===== config.mk =====
export PLATFORM = sky130hd
export DESIGN_NAME = cmos_stream_gen
export DESIGN_NICKNAME = d
export VERILOG_FILES = /design/src/rtl/cmos_pkg.sv /design/src/rtl/cmos_pattern_pixel.sv /design/src/rtl/cmos_stream_gen.sv
export SDC_FILE = /design/constraint.sdc
export NUM_CORES = 1
export LEC_CHECK = 0
export CORE_ASPECT_RATIO = 0.75
export CORE_MARGIN = 8
export CORE_UTILIZATION = 40
export CTS_BUF_LIST = sky130_fd_sc_hd__clkbuf_4 sky130_fd_sc_hd__clkbuf_8 sky130_fd_sc_hd__clkbuf_16
export CTS_CLUSTER_SIZE = 10
export DETAILED_ROUTE_END_ITERATION = 8
export GPL_TIMING_DRIVEN = 0
export PLACE_DENSITY = 0.64
export RECOVER_POWER = 50
export SYNTH_ARGS = -nofsm -noshare
export SYNTH_HDL_FRONTEND = slang
export SYNTH_SLANG_ARGS = --single-unit

===== constraint.sdc =====
create_clock -name cmos0_pclk -period 4.5 [get_ports cmos0_pclk]
set_clock_uncertainty 0.05 [all_clocks]
set_input_delay 0.45 -clock cmos0_pclk [delete_from_list [all_inputs] [get_ports cmos0_pclk]]
set_output_delay 0.45 -clock cmos0_pclk [all_outputs]
set_load 0.03 [all_outputs]

===== src/rtl/cmos_pkg.sv =====
// Shared types and constants for the synthetic camera stream generator:
// timing states, test-pattern codes and the RGB565 colour-bar palette.
package cmos_pkg;

    typedef enum logic [2:0] {
        IDLE   = 3'd0,
        VSYNC  = 3'd1,
        VBACK  = 3'd2,
        ACTIVE = 3'd3,
        VFRONT = 3'd4
    } cmos_state_e;

    localparam logic [1:0] PAT_BARS  = 2'd0;
    localparam logic [1:0] PAT_RAMP  = 2'd1;
    localparam logic [1:0] PAT_CHECK = 2'd2;
    localparam logic [1:0] PAT_COUNT = 2'd3;

    localparam logic [15:0] WHITE   = 16'hFFFF;
    localparam logic [15:0] YELLOW  = 16'hFFE0;
    localparam logic [15:0] CYAN    = 16'h07FF;
    localparam logic [15:0] GREEN   = 16'h07E0;
    localparam logic [15:0] MAGENTA = 16'hF81F;
    localparam logic [15:0] RED     = 16'hF800;
    localparam logic [15:0] BLUE    = 16'h001F;
    localparam logic [15:0] BLACK   = 16'h0000;

    // Left-to-right order of the eight vertical bars.
    function automatic logic [15:0] bar_colour(input logic [2:0] idx);
        logic [15:0] c;
        case (idx)
            3'd0:    c = WHITE;
            3'd1:    c = YELLOW;
            3'd2:    c = CYAN;
            3'd3:    c = GREEN;
            3'd4:    c = MAGENTA;
            3'd5:    c = RED;
            3'd6:    c = BLUE;
            default: c = BLACK;
        endcase
        return c;
    endfunction

endpackage


===== src/rtl/cmos_pattern_pixel.sv =====
// Combinational test-pattern pixel: maps the pixel coordinate, the in-frame
// pixel index and the selected pattern to an RGB565 value.
module cmos_pattern_pixel
    import cmos_pkg::*;
#(
    parameter int H_ACTIVE = 640
) (
    input  logic [15:0] x,
    input  logic [15:0] y,
    input  logic [15:0] pix_idx,
    input  logic [1:0]  pattern,
    output logic [15:0] data
);

    localparam int BAR_W = H_ACTIVE / 8;

    logic [15:0] bar_idx;
    logic        unused_y;

    assign bar_idx  = x / 16'(BAR_W);
    // Only y[5] drives the checker; the rest of the line index is not needed.
    assign unused_y = &{1'b0, y[15:6], y[4:0]};

    always_comb begin
        data = BLACK;
        case (pattern)
            PAT_BARS:  data = (bar_idx > 16'd7) ? BLACK : bar_colour(bar_idx[2:0]);
            PAT_RAMP:  data = {x[7:3], x[7:2], x[7:3]};
            PAT_CHECK: data = (x[5] ^ y[5]) ? WHITE : BLACK;
            default:   data = pix_idx;
        endcase
    end

endmodule


===== src/rtl/cmos_stream_gen.sv =====
// Synthetic DVP camera source: parameterised vsync/href frame timing with a
// selectable RGB565 test pattern, clocked by camera 0's pixel clock.
module cmos_stream_gen
    import cmos_pkg::*;
#(
    parameter int H_ACTIVE = 640,
    parameter int H_BLANK  = 160,
    parameter int V_ACTIVE = 720,
    parameter int V_SYNC   = 4,
    parameter int V_BACK   = 16,
    parameter int V_FRONT  = 8
) (
    input  logic        sys_rst_n,
    input  logic        cmos0_pclk,
    input  logic        gen_en,
    input  logic [1:0]  pattern_sel,
    output logic        cmos_vsync,
    output logic        cmos_href,
    output logic [15:0] cmos_data,
    output logic        frame_done,
    output logic [15:0] frame_cnt,
    output cmos_state_e dbg_state
);

    localparam int H_TOTAL = H_ACTIVE + H_BLANK;
    localparam int HW      = (H_TOTAL > 1) ? $clog2(H_TOTAL) : 1;
    localparam int LMAX_A  = (V_ACTIVE > V_SYNC) ? V_ACTIVE : V_SYNC;
    localparam int LMAX_B  = (V_BACK > V_FRONT) ? V_BACK : V_FRONT;
    localparam int LMAX    = (LMAX_A > LMAX_B) ? LMAX_A : LMAX_B;
    localparam int LW      = (LMAX > 1) ? $clog2(LMAX) : 1;
    localparam logic [HW-1:0] H_LAST = HW'(H_TOTAL - 1);

    // href acts as a valid with no ready: the stream cannot be back-pressured,
    // so every href-high cycle carries one pixel that must be taken.

    cmos_state_e state, state_n, next_phase;
    logic [HW-1:0] h_cnt, h_n;
    logic [LW-1:0] line_cnt, line_n, last_line;
    logic [1:0]    pat_q;
    logic [15:0]   pix_cnt;
    logic [15:0]   pix_data;
    logic          vsync_n, href_n, frame_end_n, vsync_entry;

    always_comb begin
        last_line  = '0;
        next_phase = IDLE;
        case (state)
            VSYNC: begin
                last_line  = LW'(V_SYNC - 1);
                next_phase = (V_BACK > 0) ? VBACK : ACTIVE;
            end
            VBACK: begin
                last_line  = LW'(V_BACK - 1);
                next_phase = ACTIVE;
            end
            ACTIVE: begin
                last_line  = LW'(V_ACTIVE - 1);
                if (V_FRONT > 0) next_phase = VFRONT;
                else             next_phase = gen_en ? VSYNC : IDLE;
            end
            VFRONT: begin
                last_line  = LW'(V_FRONT - 1);
                next_phase = gen_en ? VSYNC : IDLE;
            end
            default: begin
                last_line  = '0;
                next_phase = IDLE;
            end
        endcase
    end

    always_comb begin
        state_n = state;
        h_n     = h_cnt;
        line_n  = line_cnt;
        if (state == IDLE) begin
            if (gen_en) state_n = VSYNC;
        end else if (h_cnt == H_LAST) begin
            h_n = '0;
            if (line_cnt == last_line) begin
                line_n  = '0;
                state_n = next_phase;
            end else begin
                line_n = line_cnt + 1'b1;
            end
        end else begin
            h_n = h_cnt + 1'b1;
        end
    end

    // Outputs are registered from the next-cycle position, so they line up
    // with the state/counters they describe without any skew.
    always_comb begin
        vsync_n     = (state_n == VSYNC);
        href_n      = (state_n == ACTIVE) && (h_n < HW'(H_ACTIVE));
        vsync_entry = (state_n == VSYNC) && (state != VSYNC);
        if (V_FRONT > 0)
            frame_end_n = (state_n == VFRONT) && (h_n == H_LAST) &&
                          (line_n == LW'(V_FRONT - 1));
        else
            frame_end_n = (state_n == ACTIVE) && (h_n == H_LAST) &&
                          (line_n == LW'(V_ACTIVE - 1));
    end

    cmos_pattern_pixel #(
        .H_ACTIVE (H_ACTIVE)
    ) u_pixel (
        .x       (16'(h_n)),
        .y       (16'(line_n)),
        .pix_idx (pix_cnt),
        .pattern (pat_q),
        .data    (pix_data)
    );

    always_ff @(posedge cmos0_pclk or negedge sys_rst_n) begin
        if (!sys_rst_n) begin
            state      <= IDLE;
            h_cnt      <= '0;
            line_cnt   <= '0;
            pat_q      <= PAT_BARS;
            pix_cnt    <= '0;
            cmos_vsync <= 1'b0;
            cmos_href  <= 1'b0;
            cmos_data  <= '0;
            frame_done <= 1'b0;
            frame_cnt  <= '0;
        end else begin
            state      <= state_n;
            h_cnt      <= h_n;
            line_cnt   <= line_n;
            cmos_vsync <= vsync_n;
            cmos_href  <= href_n;
            cmos_data  <= href_n ? pix_data : 16'h0000;
            frame_done <= frame_end_n;
            if (frame_end_n) frame_cnt <= frame_cnt + 16'd1;
            if (vsync_entry) begin
                pat_q   <= pattern_sel;
                pix_cnt <= '0;
            end else if (href_n) begin
                pix_cnt <= pix_cnt + 16'd1;
            end
        end
    end

    assign dbg_state = state;

endmodule


== After elaboration in Yosys (flattened, before gate mapping) ==
Cells that the tools add are included.

* Latch bits: 0
* Memory bits (read-only): 0
* Input port bits: 5
* RAM bits: 0
* Memories kept: 0
* Word-level logic and storage cells: 65
* Output and inout port bits: 38
* Flip-flop bits (word level): 76

* $lt $le $gt $ge: 2
* Shifts and indexed selects: 0
* Reductions and logical operators: 8
* Divide/modulo/power cells: 1
* Eq/ne operators: 20
* Mux-type cells: 19
* Multiply operators: 0
* Add/sub/neg operators: 4
* Bitwise gates (word level): 1

{| class="wikitable"
|+ Operator list
! cell !! number
|-
| 16-bit one-hot mux with 7 select lines || 1
|-
| 16-bit two-way mux || 5
|-
| 10-bit two-way mux || 5
|-
| 16-bit one-hot mux with 3 select lines || 1
|-
| 10-bit one-hot mux with 4 select lines || 1
|-
| 16-bit by 1-bit adder with 16-bit output, second input constant || 2
|-
| 10-bit by 1-bit adder with 10-bit output, second input constant || 2
|-
| 10-bit == test, second input constant || 2
|-
| 10-bit by 7-bit divider with 16-bit output, second input constant || 1
|-
| 16-bit by 3-bit greater-than comparator with 1-bit output, second input constant || 1
|-
| 3-bit by 2-bit == test with 1-bit output, second input constant || 5
|-
| 3-bit == test, second input constant || 5
|-
| 3-bit two-way mux || 4
|-
| 3-bit one-hot mux with 4 select lines || 1
|-
| 10-bit == test || 1
|-
| 10-bit by 3-bit == test with 1-bit output, second input constant || 1
|-
| 10-bit < comparator, second input constant || 1
|-
| 3-bit by 1-bit == test with 1-bit output, second input constant || 3
|-
| 3-bit zero test || 2
|-
| 1-bit logical AND || 4
|-
| 3-bit by 1-bit != test with 1-bit output, second input constant || 1
|-
| 2-bit by 1-bit == test with 1-bit output, second input constant || 1
|-
| 2-bit == test, second input constant || 1
|-
| 2-bit zero test || 1
|-
| 3 further kinds || 3
|}

== Logic depth before layout (Yosys ltp) ==
Gate-level depths: netlist of the first run.

* Word-level depth: 10
* Gate-level depth with buffers: 12
* Mapped depth without buffers: 10

== Hierarchy ==
Synthesis of the first run repeated with hierarchy kept, for this count alone.

* Cell total of the unflattened synthesis: 615
* Area, all modules: 5476.5 um2

{| class="wikitable"
|+ Modules (own cells, without submodules)
! module !! sequential area each (um2) !! cells an instance !! area an instance (um2) !! instances
|-
| cmos_stream_gen || 1901.8 || 398 || 3916.3 || 1
|-
| cmos_pattern_pixel || 0.0 || 217 || 1560.2 || 1
|}

== Worst setup path before layout of the first run ==
OpenSTA, ideal clock, no wires.

* Path type: flip-flop to flip-flop
* From: register state[1] (netlist: dbg_state[1])
* To: register frame_cnt[10]
* Setup time: 0.133 ns
* Path slack: 1.163 ns
* Arrival: 3.154 ns
* Cell stages (with the launch flop): 11
* Period minus slack after synthesis: 3.337 ns
* Data required time: 4.317 ns
* Path buffers: 2
* Path through: dfrtp_1 or3_1 buf_6 and3_4 a211o_4 nor4_4 o211ai_2 or4_4 buf_6 or4_4 xnor2_2

* Cells in the longest elaborated chain, start to end: 9
* Elaborated cells between the ends (all ways): 21
* Classes of those cells: eq/ne (8); mux (10); reduce/logical (3)

{| class="wikitable"
|+ Ends and longest elaborated chain
! element !! line !! source
|-
| start: declaration || cmos_stream_gen.sv:36 || <nowiki>cmos_state_e state, state_n, next_phase;</nowiki>
|-
| start signal: assignment || cmos_stream_gen.sv:128 || <nowiki>state <= state_n;</nowiki>
|-
| 3-bit == test (tied with other cells) || cmos_stream_gen.sv:47 || <nowiki>case (state)</nowiki>
|-
| 10-bit one-hot mux with 4 select lines || cmos_stream_gen.sv:47 ||
|-
| 10-bit == test || cmos_stream_gen.sv:80 || <nowiki>if (line_cnt == last_line) begin</nowiki>
|-
| 3-bit two-way mux || cmos_stream_gen.sv:80 ||
|-
| 3-bit two-way mux || cmos_stream_gen.sv:78 || <nowiki>end else if (h_cnt == H_LAST) begin</nowiki>
|-
| 3-bit two-way mux || cmos_stream_gen.sv:76 || <nowiki>if (state == IDLE) begin</nowiki>
|-
| 3-bit == test || cmos_stream_gen.sv:98 || <nowiki>frame_end_n = (state_n == VFRONT) && (h_n == H_LAST) &&</nowiki>
|-
| 1-bit logical AND || cmos_stream_gen.sv:98 ||
|-
| 1-bit logical AND (*) || cmos_stream_gen.sv:98 ||
|-
| end signal: assignment || cmos_stream_gen.sv:135 || <nowiki>if (frame_end_n) frame_cnt <= frame_cnt + 16'd1;</nowiki>
|-
| end: declaration || cmos_stream_gen.sv:21 || <nowiki>output logic [15:0] frame_cnt,</nowiki>
|}

Mark *: on every way between the ends. The rest lies on a longest branch, timed or not.
A chain may end at the register's enable or synchronous reset.

== Worst setup path in the final report of the first run ==
* From: register state[1] (netlist: dbg_state[1])
* To: register cmos_data[12]

* Elaborated cells between the ends (all ways): 34
* Classes of those cells: div (1); order compare (2); eq/ne (12); mux (15); bitwise (1); reduce/logical (3)

{| class="wikitable"
|+ RTL lines
! element !! line !! source
|-
| 3-bit zero test (*) || cmos_stream_gen.sv:76 ||
|-
| 10-bit two-way mux (*) || cmos_stream_gen.sv:76 ||
|-
| via h_n[8] || cmos_stream_gen.sv:37 || <nowiki>logic [HW-1:0] h_cnt, h_n;</nowiki>
|-
| parallel branches: the longest is 5 deep, another holds 10-bit by 7-bit divider with 16-bit output || - ||
|-
| 16-bit two-way mux (*) || cmos_stream_gen.sv:133 || <nowiki>cmos_data <= href_n ? pix_data : 16'h0000;</nowiki>
|-
| end signal: assignment || cmos_stream_gen.sv:133 ||
|-
| end: declaration || cmos_stream_gen.sv:19 || <nowiki>output logic [15:0] cmos_data,</nowiki>
|}

Mark *: on every way through the listed nets, which the timed path passes.

==> results of run 1 <==
-- layout make-up --
class / count / area (sq um)
fill: 990 / 5523
multi-input combinational: 368 / 2439
sequential: 76 / 1902
timing repair buffer: 44 / 429.2
clock buffer: 9 / 225.2
tap: 140 / 175.2
buffer: 30 / 135.1
clock inverter: 7 / 121.4
inverter: 9 / 33.78
-- registers in the layout, indices dropped and copies added (netlist names) --
signal and count:
frame_done 1, dbg_state 3, line_cnt 10, h_cnt 10, frame_cnt 16, cmos_data 16
cmos_href 1, cmos_vsync 1, pat_q 2, pix_cnt 16
-- path summary, 6_finish.rpt --
check | startpoint | end
worst min-delay path | frame_cnt[15] | frame_cnt[15]
worst min register to register | frame_cnt[15] | frame_cnt[15]
min in group asynchronous | sys_rst_n | line_cnt[6]
worst max-delay path | dbg_state[1] | cmos_data[12]
worst max register to register | dbg_state[1] | cmos_data[12]
max in group asynchronous | sys_rst_n | pix_cnt[0]
-- cell usage after synthesis (all sizes together) (5+ instances only) --
master / instances / area [sq um]
buf: 13 / 82.58
and3: 14 / 92.59
a31oi: 6 / 37.54
o31ai: 11 / 82.58
nand2: 37 / 138.9
and2: 6 / 37.54
nor2: 33 / 123.9
nor4: 15 / 130.1
or2: 8 / 50.05
o21ai: 30 / 150.1
a21oi: 25 / 128.9
nand4: 19 / 118.9
inv: 9 / 33.78
o221a: 10 / 112.6
xnor2: 15 / 138.9
nor3: 18 / 106.4
dfrtp: 76 / 1902
clkbuf: 17 / 63.81
or3: 8 / 50.05
nand3: 21 / 110.1
a21o: 6 / 45.04
xor2: 21 / 183.9
o211ai: 5 / 42.54
-- kinds of logic (layout without fill, tap and decap cells) --
family          Yosys count  after routing  share of synthesized area
buf+inv                  39             99                    0.03986
xor+xnor                 36             36                    0.07141
mux                       6              6                    0.01412
fa+ha+maj                 4              4                    0.01107
flops                    76             76                     0.4207
compound gates          120            120                     0.1860
simple gates            202            202                     0.2569
-- through the flow --
| stage | cells | setup slack [ns] | instance area [sq um] | utilization | hold WS (ns) |
|---|---|---|---|---|---|
| 2_1_floorplan | 483 | 1.163 | 4521 | - | 0.1044 |
| 3_3_place_gp | 665 | 0.1594 | 5116 | 0.4658 | 0.4073 |
| 3_5_place_dp | 666 | 0.8659 | 5141 | 0.4681 | 0.3072 |
| 4_1_cts | 683 | 0.8607 | 5498 | 0.5006 | 0.4371 |
| 5_1_grt | 683 | 0.4811 | 5460 | 0.4972 | 0.4462 |
| 6_report | 683 | 0.7795 | 5460 | 0.4972 | 0.4263 |
-- routing by layer --
| layer | vias up | wire [um] |
|---|---|---|
| met5 | - | 0 |
| met4 | 0 | 126 |
| met3 | 12 | 780 |
| met2 | 130 | 4999 |
| met1 | 1930 | 6055 |
| li1 | 1912 | - |
-- power by group through the flow --
stage / Sequential (mW) / Combinational [mW] / Clock, mW
final: 0.683 / 0.0178 / 0.840
after CTS: 0.683 / 0.0224 / 0.861
after global routing: 0.683 / 0.0212 / 0.889
after floorplan: 0.696 / 0.000519 / 0
after global placement: 0.696 / 0.0185 / 0
after detailed placement: 0.696 / 0.0218 / 0
-- worst reg2reg max path, cell delays in order, from the launching register on --
cell	delay, ns
dfrtp_1	0.53
or3_1	0.17
clkbuf_1	0.36
a41oi_1	0.17
or3_1	0.36
clkbuf_1	0.19
inv_1	0.20
or3b_1	0.14
o211ai_1	0.15
nor4_1	0.96
o221a_2	0.37
==> impl_metrics.toml, run 1 <==
[routing]
firstDrtPassIters = 5
postRouteAntennaNets = 0
via_per_inst = 5.833
drc = 0
drt-initial-drc-count = 370
vias = 3984
wl_per_cell_um = 17.51
finalWirelength_um = 11960

[cells_and_area]
area_growth_syn_to_layout_pct = 20.79
layout-drive-gt1-share = 0.1179
antenna_cells = 0
final_common_cell = "dfrtp_1"
final_nets = 547
mostFrequentLayoutCells = "76 x dfrtp_1, 37 x nand2_1, 33 x nor2_1"

[power]
p_sw_mw = 0.3093
p_int_mw = 1.232
power_frac_clock = 0.545
ir_worst_vdd_mv = 0.1568
combPwrFrac = 0.012
leakagePower_nw = 2.116
finalPower_mw = 1.542
switching_share = 0.2007
p_per_area_nw_per_um2 = 282.3
p_seq_frac = 0.443

[global_route]
use_met3 = 0.04489
grt_pass1_vias = 3842
grtUsageMet1 = 0.2387
grt_max_degree = 61
antenna_found_initial = 0
grt.busiest_layer = "met1"
grt_pass1_wl_um = 20250
overflow = 0
grt_usage = 0.1656
met2_usage = 0.2383

[floorplanning]
io_pins = 43
die_y_um = 108.1
core_area_sq_um = 10980
start_util = 0.4116
die_w_um = 138.8
dieArea_sq_um = 14990
rows = 33

[timing]
timing.fmax_ghz = 0.2688
final-hold-violation-count = 0
timing.final.crit_share = 0.8268
finalSetupViolCount = 0
rsz0062_at_grt = "no"
slew_viol_final = 0
post-route-min-period_ns = 3.721
tightest_slew_ns = 1.479
finalSetupTns_ns = 0
slew_headroom = 0.01415

[clock_tree]
cts_buffers = 9
htreeDepth = 3
clock_latency_ns = 0.34
cts_setup_buffers = 0
cts_sinks = 76
cts_tree = "yes"
cts_hold_buf = 1
clock_path_buffers = 2
root_buffer = "clkbuf_16"
cts_resized = 0
clk_pin_slew_worst_paths_ns = 0.06

[critical_path]
critical_path_buf_inv_count = 3
crit_slowest_cell = "nor4_1"
reg2regPathDepth = 10
critPathLaunchType = "flip-flop"
critPathArrivalTime_ns = 3.94
end_kind = "flip-flop"
ff2ff_setup_slack_ns = 0.78
cp_cell_sequence = "or3_1 -> clkbuf_1 -> a41oi_1 -> or3_1 -> clkbuf_1 -> inv_1 -> or3b_1 -> o211ai_1 -> nor4_1 -> o221a_2"
required_ns = 4.72
cpPeakStageDelay_ns = 0.96
crit_type = "reg -> reg"
crit_fanout = 9
path_delay_family = "simple AND/OR/NAND/NOR gates"
crit_cells = 10

[synthesis]
seq_area_frac_synth = 0.4207
synth-edff-count = 0
synth_cells = 483
synth_area_per_cell_sq_um = 9.359
syn_area_sq_um = 4521
synth_seq_cells = 76
synth.distinct_cells = 74
ys.flop_type = "dfrtp_1"
yosys_warnings = 0
synth_nets = 492
synthArstFlopShare = 1.000

[placed_design]
numPortBuffers = 42
dp_hpwl_um = 8760
gp_congestion = 0.8711

[worst_hold_path]
hold_path_depth = 1
hp-class = "reg -> reg"

[flow_run]
drv_cap = 0

[run_status]
status = "finished clean"
Note: power is estimated with default switching activity, not from simulation.
==> inputs of run 2 (changes only) <==
- clock period: 4.5 -> 3.5 ns (I/O delays scaled with it)
==> run 2 against run 1 <==
  * The flow now finishes with violations (max-capacitance violations)
  * Count of clock-buffer cells in the layout stayed put
  * Register-to-register slack worse by 0.71 ns
  * Fmax grew 8.6%
  * Sequential share of layout area fell by 1.2 points
  * Critical path type unchanged
  * Highest routed layer unchanged
==> impl_metrics.toml, run 2 (synthesized netlist as in run 1, its figures left out) <==
[routing]
wl_per_cell_um = 17.75
vias = 4066
met3_length_um = 629
postRouteAntennaNets = 0
drt-initial-drc-count = 410
drt-met1-wl_um = 6352
drc = 0
via_per_inst = 5.867
firstDrtPassIters = 5
top_layer_used = "met4"
met2WireLength_um = 5143
finalWirelength_um = 12300

[timing]
post-route-min-period_ns = 3.426
timing.final.crit_share = 0.9790
setup_slack_ns = 0.07351
tightest_slew_ns = 1.495
final-hold-violation-count = 0
slew_headroom = 0.003361
finalSetupViolCount = 0
slew_viol_final = 0
finalSetupTns_ns = 0
rsz0062_at_grt = "yes"
timing.fmax_ghz = 0.2918

[global_route]
grt_pass1_wl_um = 20490
grt_pass1_vias = 3911
grt_usage = 0.1677
overflow = 0
antenna_found_initial = 0
grt_max_degree = 61

[clock_tree]
clock_path_buffers = 2
cts_tree = "yes"
htreeDepth = 3
root_buffer = "clkbuf_16"
clk_pin_slew_worst_paths_ns = 0.06
cts_sinks = 76
cts_buffers = 9
clock_latency_ns = 0.34

[flow_run]
drv_cap = 1

[placed_design]
numPortBuffers = 42
dp_hpwl_um = 8760
dpl_worst_slack_ns = -0.1341
dpl.cell_count = 666
gp_congestion = 0.8711

[critical_path]
crit_slowest_cell = "or4_4"
cp_cell_sequence = "or3_1 -> buf_6 -> and3_4 -> a211oi_4 -> a41oi_1 -> o21a_1 -> or4_4 -> buf_6 -> or4_4 -> xnor2_2"
critPathLaunchType = "flip-flop"
required_ns = 3.67
crit_type = "reg -> reg"
end_kind = "flip-flop"
crit_fanout = 9
critPathArrivalTime_ns = 3.60
cpPeakStageDelay_ns = 0.54

[run_status]
status = "finished, violations left"
violations = "max-capacitance violations"

[floorplanning]
rows = 33
die_w_um = 138.8
io_pins = 43
start_util = 0.4116
dieArea_sq_um = 14990
die_y_um = 108.1
core_area_sq_um = 10980

[cells_and_area]
n_fill_cell = 977
top_regs = "cmos_data (16), frame_cnt (16), pix_cnt (16)"
layout-drive-gt1-share = 0.1772
finalNonFillerCells = 693
area_growth_syn_to_layout_pct = 25.19
mostFrequentLayoutCells = "73 x dfrtp_1, 41 x clkdlybuf4s50_1, 37 x nand2_1"
final_nets = 557
antenna_cells = 0
final_util = 0.5153
final_common_cell = "dfrtp_1"

[power]
leakagePower_nw = 2.151
p_per_area_nw_per_um2 = 351.5
ir_worst_vdd_mv = 0.2042
finalPower_mw = 1.989

[worst_hold_path]
hp-class = "reg -> reg"
[run 2: changes by cell type in the layout (fill, tap and decap cells not counted), sizes merged]
cell,previous run,this run
clkbuf,30,26
clkdlybuf4s50,26,41
buf,11,25
dlygate4sd3,16,1
[run 2: cell type report]
cell class	count	area (sq um)	share of cell area
timing repair buffer	56	519.2	0.09175
buffer	28	150.1	0.02653
clock inverter	7	121.4	0.02145
tap	140	175.2	0.03095
clock buffer	9	225.2	0.03980
inverter	9	33.78	0.005969
sequential	76	1906	0.3367
multi-input combinational	368	2529	0.4468
[run 2: worst paths after layout]
path                       cells after the start  slack (ns)          from            end
min in group asynchronous                      2        0.66     sys_rst_n    line_cnt[6]
max in group asynchronous                      3        0.62     sys_rst_n   dbg_state[0]
hold / removal                                 1        0.43   pix_cnt[15]    pix_cnt[15]
hold reg to reg                                1        0.43   pix_cnt[15]    pix_cnt[15]
setup / recovery                              10        0.07  dbg_state[1]  frame_cnt[10]
setup reg to reg                              10        0.07  dbg_state[1]  frame_cnt[10]
[run 2: per-layer routing]
metal | vias to the layer above | track usage
met5 | - | 0
met4 | 0 | 0.04996
met3 | 21 | 0.04269
met2 | 113 | 0.2404
met1 | 2006 | 0.2427
li1 | 1926 | -
[run 2: what timing repair did]
item | 4_1_cts | 5_1_grt
hold endpoints to repair | 16 | 0
resized for setup | 6 | 26
pin swaps | 2 | 3
endpoints found under the setup margin | 9 | 42
buffers inserted | 8 | 4
hold buffers | 1 | 0
[run 2: through the flow]
stage | area, sq um | hold WS, ns
3_3_place_gp | 5116 | 0.4073
5_1_grt | 5659 | 0.4462
6_report | 5659 | 0.4263
4_1_cts | 5582 | 0.3851
3_5_place_dp | 5141 | 0.2072
2_1_floorplan | 4521 | 0.004409
[run 2: where the power goes]
group | internal, mW | leakage (nW) | switching, mW
logic | 0.00443 | 1.08 | 0.0187
registers | 0.879 | 0.903 | 0
clock network | 0.701 | 0.170 | 0.386
total | 1.58 | 2.15 | 0.405
[run 2: worst max-delay path, delay by kind of cell (launching register included)]
family          cells  cell delay [ns]
compound gates      3             0.68
xor+xnor            1             0.14
buf+inv             2             0.31
flops               1             0.47
simple gates        4             1.65
